File: config.mk
export PLATFORM = sky130hd
export DESIGN_NAME = seg_msg_scroller
export DESIGN_NICKNAME = d
export VERILOG_FILES = /design/src/rtl/seg_msg_pkg.sv /design/src/rtl/seg_msg_scroller_glyph.sv /design/src/rtl/seg_msg_scroller.sv
export SDC_FILE = /design/constraint.sdc
export NUM_CORES = 1
export LEC_CHECK = 0
export BUFFER_PORTS_ARGS = -buffer_cell sky130_fd_sc_hd__buf_2
export CORE_ASPECT_RATIO = 1.25
export CORE_MARGIN = 3
export CORE_UTILIZATION = 50
export CTS_CLUSTER_SIZE = 16
export DETAILED_ROUTE_END_ITERATION = 16
export GPL_TIMING_DRIVEN = 1
export PLACE_DENSITY = 0.68
export SYNTH_ARGS = -nofsm -noshare
export SYNTH_HDL_FRONTEND = slang
export SYNTH_SLANG_ARGS = --single-unit
File: constraint.sdc
create_clock -name clk -period 4.3 [get_ports clk]
set_clock_uncertainty 0.1 [all_clocks]
set_input_delay 0.215 -clock clk [delete_from_list [all_inputs] [get_ports clk]]
set_output_delay 0.215 -clock clk [all_outputs]
set_load 0.01 [all_outputs]
File: src/rtl/seg_msg_pkg.sv
// Shared definitions for the seven-segment message scroller:
// character codes, display modes and the fixed message table.
package seg_msg_pkg;

    typedef logic [4:0] char_t;

    localparam char_t C_0     = 5'd0;
    localparam char_t C_1     = 5'd1;
    localparam char_t C_2     = 5'd2;
    localparam char_t C_3     = 5'd3;
    localparam char_t C_4     = 5'd4;
    localparam char_t C_5     = 5'd5;
    localparam char_t C_6     = 5'd6;
    localparam char_t C_7     = 5'd7;
    localparam char_t C_8     = 5'd8;
    localparam char_t C_9     = 5'd9;
    localparam char_t C_A     = 5'd10;
    localparam char_t C_C     = 5'd11;
    localparam char_t C_E     = 5'd12;
    localparam char_t C_F     = 5'd13;
    localparam char_t C_G     = 5'd14;
    localparam char_t C_H     = 5'd15;
    localparam char_t C_I     = 5'd16;
    localparam char_t C_L     = 5'd17;
    localparam char_t C_O     = 5'd18;
    localparam char_t C_P     = 5'd19;
    localparam char_t C_R     = 5'd20;
    localparam char_t C_S     = 5'd21;
    localparam char_t C_U     = 5'd22;
    localparam char_t C_BLANK = 5'd31;

    typedef enum logic [1:0] {
        MODE_STEP   = 2'b00,
        MODE_BLINK  = 2'b01,
        MODE_BOUNCE = 2'b10,
        MODE_HOLD   = 2'b11
    } mode_e;

    localparam int ROM_CHARS = 16;

    // Message table: 8 messages x 16 characters, padded with blanks.
    // The scroller only reads the first MSG_LEN characters of the first NUM_MSG rows.
    function automatic char_t msg_rom(input logic [2:0] m, input logic [3:0] i);
        char_t row [ROM_CHARS];
        for (int k = 0; k < ROM_CHARS; k++) row[k] = C_BLANK;
        case (m)
            3'd0: begin  // "HELLO"
                row[0] = C_H; row[1] = C_E; row[2] = C_L; row[3] = C_L; row[4] = C_O;
            end
            3'd1: begin  // "PROG"
                row[0] = C_P; row[1] = C_R; row[2] = C_O; row[3] = C_G;
            end
            3'd2: begin  // "CAFE 42"
                row[0] = C_C; row[1] = C_A; row[2] = C_F; row[3] = C_E;
                row[5] = C_4; row[6] = C_2;
            end
            3'd3: begin  // "GUS 0815"
                row[0] = C_G; row[1] = C_U; row[2] = C_S;
                row[4] = C_0; row[5] = C_8; row[6] = C_1; row[7] = C_5;
            end
            3'd4: begin  // "31415926"
                row[0] = C_3; row[1] = C_1; row[2] = C_4; row[3] = C_1;
                row[4] = C_5; row[5] = C_9; row[6] = C_2; row[7] = C_6;
            end
            3'd5: begin  // "SOAP"
                row[0] = C_S; row[1] = C_O; row[2] = C_A; row[3] = C_P;
            end
            3'd6: begin  // "PILE"
                row[0] = C_P; row[1] = C_I; row[2] = C_L; row[3] = C_E;
            end
            default: begin  // "HI 7"
                row[0] = C_H; row[1] = C_I; row[3] = C_7;
            end
        endcase
        return row[i];
    endfunction

endpackage

File: src/rtl/seg_msg_scroller_glyph.sv
// Character code to seven-segment pattern {g,f,e,d,c,b,a}, active-high.
// Codes without a glyph (including blank) produce an unlit digit.
module seg_glyph_decoder
    import seg_msg_pkg::*;
(
    input  char_t       code_i,
    output logic [6:0]  seg_o
);

    // Pure lookup; default keeps undefined codes dark.
    always_comb begin
        seg_o = 7'h00;
        case (code_i)
            C_0: seg_o = 7'h3F;
            C_1: seg_o = 7'h06;
            C_2: seg_o = 7'h5B;
            C_3: seg_o = 7'h4F;
            C_4: seg_o = 7'h66;
            C_5: seg_o = 7'h6D;
            C_6: seg_o = 7'h7D;
            C_7: seg_o = 7'h07;
            C_8: seg_o = 7'h7F;
            C_9: seg_o = 7'h6F;
            C_A: seg_o = 7'h77;
            C_C: seg_o = 7'h39;
            C_E: seg_o = 7'h79;
            C_F: seg_o = 7'h71;
            C_G: seg_o = 7'h3D;
            C_H: seg_o = 7'h76;
            C_I: seg_o = 7'h06;
            C_L: seg_o = 7'h38;
            C_O: seg_o = 7'h3F;
            C_P: seg_o = 7'h73;
            C_R: seg_o = 7'h50;
            C_S: seg_o = 7'h6D;
            C_U: seg_o = 7'h3E;
            default: seg_o = 7'h00;
        endcase
    end

endmodule

File: src/rtl/seg_msg_scroller.sv
// Scrolls one of NUM_MSG stored messages across a single seven-segment
// digit. A prescaler produces a step tick every 2^speed clocks; the mode
// decides how the character index moves on each tick.
module seg_msg_scroller
    import seg_msg_pkg::*;
#(
    parameter int MSG_LEN = 8,
    parameter int NUM_MSG = 4,
    parameter int DIV_W   = 16
) (
    input  logic                       clk,
    input  logic                       reset_n,
    input  logic                       en,
    input  logic [$clog2(NUM_MSG)-1:0] msg_sel,
    input  logic [3:0]                 speed,
    input  logic [1:0]                 mode,
    output logic [6:0]                 seg,
    output logic                       dp,
    output logic [$clog2(MSG_LEN)-1:0] char_idx,
    output logic                       wrap
);

    localparam int IDX_W = $clog2(MSG_LEN);
    localparam int SEL_W = $clog2(NUM_MSG);
    localparam logic [IDX_W-1:0] LAST = IDX_W'(MSG_LEN - 1);

    logic [DIV_W-1:0] presc_q, presc_d;
    logic [IDX_W-1:0] idx_q, idx_d;
    logic             dir_q, dir_d;
    logic             phase_q, phase_d;
    logic [SEL_W-1:0] sel_q, sel_d;
    logic             wrap_q, wrap_d;
    logic [6:0]       seg_q, seg_d;
    logic             dp_q, dp_d;

    logic [4:0]       spd_c;
    logic [DIV_W-1:0] lim_c;
    logic             tick_c;
    mode_e            mode_c;
    char_t            code_c;
    logic [6:0]       glyph_c;

    // Speed exponent clamped so the period always fits the prescaler.
    always_comb begin
        spd_c = {1'b0, speed};
        if (spd_c > 5'(DIV_W - 1)) spd_c = 5'(DIV_W - 1);
    end

    assign lim_c  = (DIV_W'(1) << spd_c) - DIV_W'(1);
    assign tick_c = en && (presc_q == lim_c);
    assign mode_c = mode_e'(mode);
    assign code_c = msg_rom(3'(sel_q), 4'(idx_q));

    seg_glyph_decoder u_glyph (
        .code_i (code_c),
        .seg_o  (glyph_c)
    );

    // Next-state: message switch has priority and swallows any tick in that cycle.
    always_comb begin
        presc_d = presc_q;
        idx_d   = idx_q;
        dir_d   = dir_q;
        phase_d = phase_q;
        sel_d   = sel_q;
        wrap_d  = 1'b0;
        if (en) begin
            if (msg_sel != sel_q) begin
                sel_d   = msg_sel;
                presc_d = '0;
                idx_d   = '0;
                dir_d   = 1'b1;
                phase_d = 1'b0;
            end else begin
                presc_d = tick_c ? '0 : presc_q + DIV_W'(1);
                if (tick_c) begin
                    // Any tick outside BLINK clears a phase left over from BLINK.
                    phase_d = 1'b0;
                    case (mode_c)
                        MODE_STEP, MODE_BLINK: begin
                            if (mode_c == MODE_BLINK) phase_d = ~phase_q;
                            if (mode_c == MODE_STEP || phase_q) begin
                                if (idx_q == LAST) begin
                                    idx_d  = '0;
                                    wrap_d = 1'b1;
                                end else begin
                                    idx_d = idx_q + IDX_W'(1);
                                end
                            end
                        end
                        MODE_BOUNCE: begin
                            if (dir_q) begin
                                if (idx_q == LAST) begin
                                    dir_d  = 1'b0;
                                    idx_d  = idx_q - IDX_W'(1);
                                    wrap_d = 1'b1;
                                end else begin
                                    idx_d = idx_q + IDX_W'(1);
                                end
                            end else begin
                                if (idx_q == '0) begin
                                    dir_d  = 1'b1;
                                    idx_d  = IDX_W'(1);
                                    wrap_d = 1'b1;
                                end else begin
                                    idx_d = idx_q - IDX_W'(1);
                                end
                            end
                        end
                        MODE_HOLD: ;
                    endcase
                end
            end
        end
    end

    // Display drive lags the index by one register; blank when disabled or in the BLINK off-phase.
    always_comb begin
        seg_d = (en && !phase_q) ? glyph_c : 7'h00;
        dp_d  = en && !phase_q && (idx_q == LAST);
    end

    // State and output registers, cleared asynchronously.
    always_ff @(posedge clk or negedge reset_n) begin
        if (!reset_n) begin
            presc_q <= '0;
            idx_q   <= '0;
            dir_q   <= 1'b1;
            phase_q <= 1'b0;
            sel_q   <= '0;
            wrap_q  <= 1'b0;
            seg_q   <= 7'h00;
            dp_q    <= 1'b0;
        end else begin
            presc_q <= presc_d;
            idx_q   <= idx_d;
            dir_q   <= dir_d;
            phase_q <= phase_d;
            sel_q   <= sel_d;
            wrap_q  <= wrap_d;
            seg_q   <= seg_d;
            dp_q    <= dp_d;
        end
    end

    assign seg      = seg_q;
    assign dp       = dp_q;
    assign char_idx = idx_q;
    assign wrap     = wrap_q;

endmodule

==> run metrics <==
Post-synth ARST share=100.0%; post-DP HPWL=5.498 mm; drt first pass iters=5; Worst-path clk slew=0.07 ns; Power Density=470.9 mW/mm^2; DR WL/cell=15.36 um; Clock Path Buffers=2; arrival time at the worst endpoint=3.42 ns; FMAX=0.3019 GHz; vias in the first global route=2821; Placement Setup Slack=0.7538 ns; overall die height=93.87 um; unique cell type count in the Yosys netlist=67; largest net degree at the start of global routing=33; Multi-input gate area=0.002105 mm^2; Mapped Nets=429; Yosys reg bits=32; row count=31; Final Net Count=435; Placed Instances=480; Port-buffer cells=22; CP Launch Type=input port; post-route minimum period=3.313 ns; Max IR drop VDD=0.5545 mV; fin crit share=77.04%; register area share after synthesis=25.97%; Die ar.=0.007161 mm^2; endpoints failing setup=0; Comb power frac=56.0%; Ant. Diodes=0; Buf+Inv Stages, Crit Path=3; Slowest-stage cell, CP=ha_1; fill cell count=577; Starting DRT DRC Count=168; CP max stage delay=0.57 ns; first-pass GRT wire length=13.08 mm; share of cells above drive strength 1=10.81%; CP most frequent cell=nor3_1; CTS tree=built; Post-synth EDFFs=0; io pins=23; Sequential Area=802.0 um^2; antenna viol nets, final=0; Int Power=866.7 uW; leakage power=1.408 nW; largest cells by area after synthesis=dfrtp_1 (25%), ha_1 (7.3%), nand2_1 (5.6%), nor2_1 (4.6%), o21ai_0 (3.6%); Finished Layout Cells=489; H-tree Lvls=2; total gr overflow=0; synthesized netlist cell count=400; Post-Syn Area per Cell=7.720 um^2; PostCTS Resize Cnt=0; max-cap viol count=0; Net Sw Frac=44.80%; Hold Path Class=in -> reg; root buffer cell=clkbuf_8; Initial Util=52.38%; post-synth top area cell=dfrtp_1; clock sink total=32; Clock power frac=18.3%; Synth top area share=25.12%; sequential power share=25.7%; final wirelength=7.512 mm; clk_lat worst skew=0.29 ns; worst-path cell chain=buf_2, inv_1, nand3_1, ha_1, or3b_1, a21oi_1, nor3_1, o22ai_1, nor2_1, buf_4, a31o_2, nor3_1; most common cell after layout, fill and taps aside=nand2_1; Worst Tran Pin Value=0.7252 ns; Inserted Clock Buffers=5; post-synthesis cell area=0.003088 mm^2; GRT Overall Usage=22.31%; drt drc=0; kind of critical path=in -> reg; unrepaired setup endpoints after global routing=false; via count=3015; Top FF cell, synth=dfrtp_1; setup ws final=0.9873 ns; GP Congestion=0.9339; Core ar.=0.005896 mm^2; WP data required=4.41 ns; TNS Setup=0 ns; Psw=703.6 uW; initial antenna violation count=0; commonest non-fill, non-tap cells in the layout=nand2_1 (46), nor2_1 (38), dfrtp_1 (31); Die Width=76.29 um; Top Family by Delay on Critical Path=simple AND/OR/NAND/NOR gates; Vias/cell=6.166; Crit Path Max Fanout=21; area grow syn2layout=7.982%; Ys Warns=0; Pins Over Slew Limit=0; status=completed; final hold violation count=0; Max-Slew Margin vs Limit=51.65%; nature of the critical path endpoint=flip-flop
==> sequential cells by signal, summed over array words and instances (netlist names) <==
signal	flops
dir_q	1
phase_q	1
sel_q	2
presc_q	16
dp	1
wrap	1
char_idx	3
seg	7
==> Yosys cell counts (3+ instances only) <==
| library cell | instances |
|---|---|
| a2111o_1 | 3 |
| a211oi_1 | 3 |
| a21boi_0 | 4 |
| a21o_1 | 4 |
| a21oi_1 | 21 |
| a2bb2oi_1 | 4 |
| and2_1 | 6 |
| and3_1 | 4 |
| buf_2 | 7 |
| clkbuf_1 | 19 |
| dfrtp_1 | 31 |
| ha_1 | 18 |
| inv_1 | 17 |
| mux2i_1 | 8 |
| nand2_1 | 46 |
| nand2b_1 | 13 |
| nand3_1 | 16 |
| nand3b_1 | 3 |
| nand4_1 | 5 |
| nor2_1 | 38 |
| nor2b_1 | 4 |
| nor3_1 | 11 |
| nor4_1 | 3 |
| o21ai_0 | 22 |
| o221ai_1 | 4 |
| o22ai_1 | 4 |
| o2bb2ai_1 | 4 |
| o31ai_1 | 6 |
| or3_1 | 8 |
| xnor2_1 | 11 |
| xor2_1 | 8 |
==> path summary, 6_finish.rpt <==
check	startpoint	end	slack, ns	cells past startpoint
worst max-delay path	speed[1]	presc_q[6]	0.99	12
worst min-delay path	msg_sel[0]	sel_q[0]	0.07	3
worst max register to register	char_idx[0]	seg[5]	1.14	9
worst min register to register	presc_q[15]	presc_q[15]	0.46	2
max in group asynchronous	reset_n	seg[6]	3.21	2
min in group asynchronous	reset_n	char_idx[2]	0.42	2
==> layout make-up <==
type | count | share of cell area (%)
clock inverters | 3 | 1.276
well taps | 82 | 3.077
clock buffers | 5 | 2.064
repair buffers | 26 | 4.278
inverters | 19 | 2.139
multi-input cells | 322 | 63.11
flip-flops and latches | 32 | 24.05
==> timing repair <==
item | in CTS | in global routing
buffers inserted | 0 | 0
hold endpoints to repair | 31 | 0
hold buffers | 1 | 0
==> through the flow <==
stage               total power, mW  area, um^2  utilization, %  hold WS [ns]
finish                        1.570        3334           56.56       0.06691
global route                  1.724        3334           56.56       0.07990
CTS                           1.574        3334           56.56       0.06541
detailed placement            1.278        3213           54.50        0.2307
global placement              1.268        3213           54.50        0.2187
floorplan                     1.069        3088               -       -0.1806
==> layer usage <==
layer,GRT usage (%),vias up,wire [um]
met5,0,-,0
met4,11.18,0,263
met3,3.647,25,349
met2,38.56,93,3793
met1,26.84,1449,3106
li1,-,1448,-
==> worst min-delay path: cells and delay by family <==
kind | cells | cell delay (ns)
buffers and inverters | 1 | 0.09
AO/OA/AOI/OAI | 1 | 0.06
AND/OR/NAND/NOR | 1 | 0.05
==> power groups by stage <==
stage / Combinational [mW] / Sequential [mW] / Clock [mW]
after global placement: 0.862 / 0.406 / 0
after detailed placement: 0.868 / 0.409 / 0
after CTS: 0.876 / 0.403 / 0.295
final: 0.880 / 0.403 / 0.287
after global routing: 1.00 / 0.411 / 0.310
after floorplan: 0.673 / 0.396 / 0
==> cells by family (layout without fill, tap and decap cells) <==
kind of cell | Yosys count | after routing | synth area share [%]
AND/OR/NAND/NOR | 172 | 172 | 28.61
AO/OA/AOI/OAI | 104 | 104 | 23.91
buffers and inverters | 46 | 53 | 5.875
flip-flops | 32 | 32 | 25.97
XOR/XNOR | 19 | 19 | 5.389
adder cells (fa/ha/maj) | 18 | 18 | 7.293
multiplexers | 9 | 9 | 2.958
Note: power is estimated with default switching activity, not from simulation.
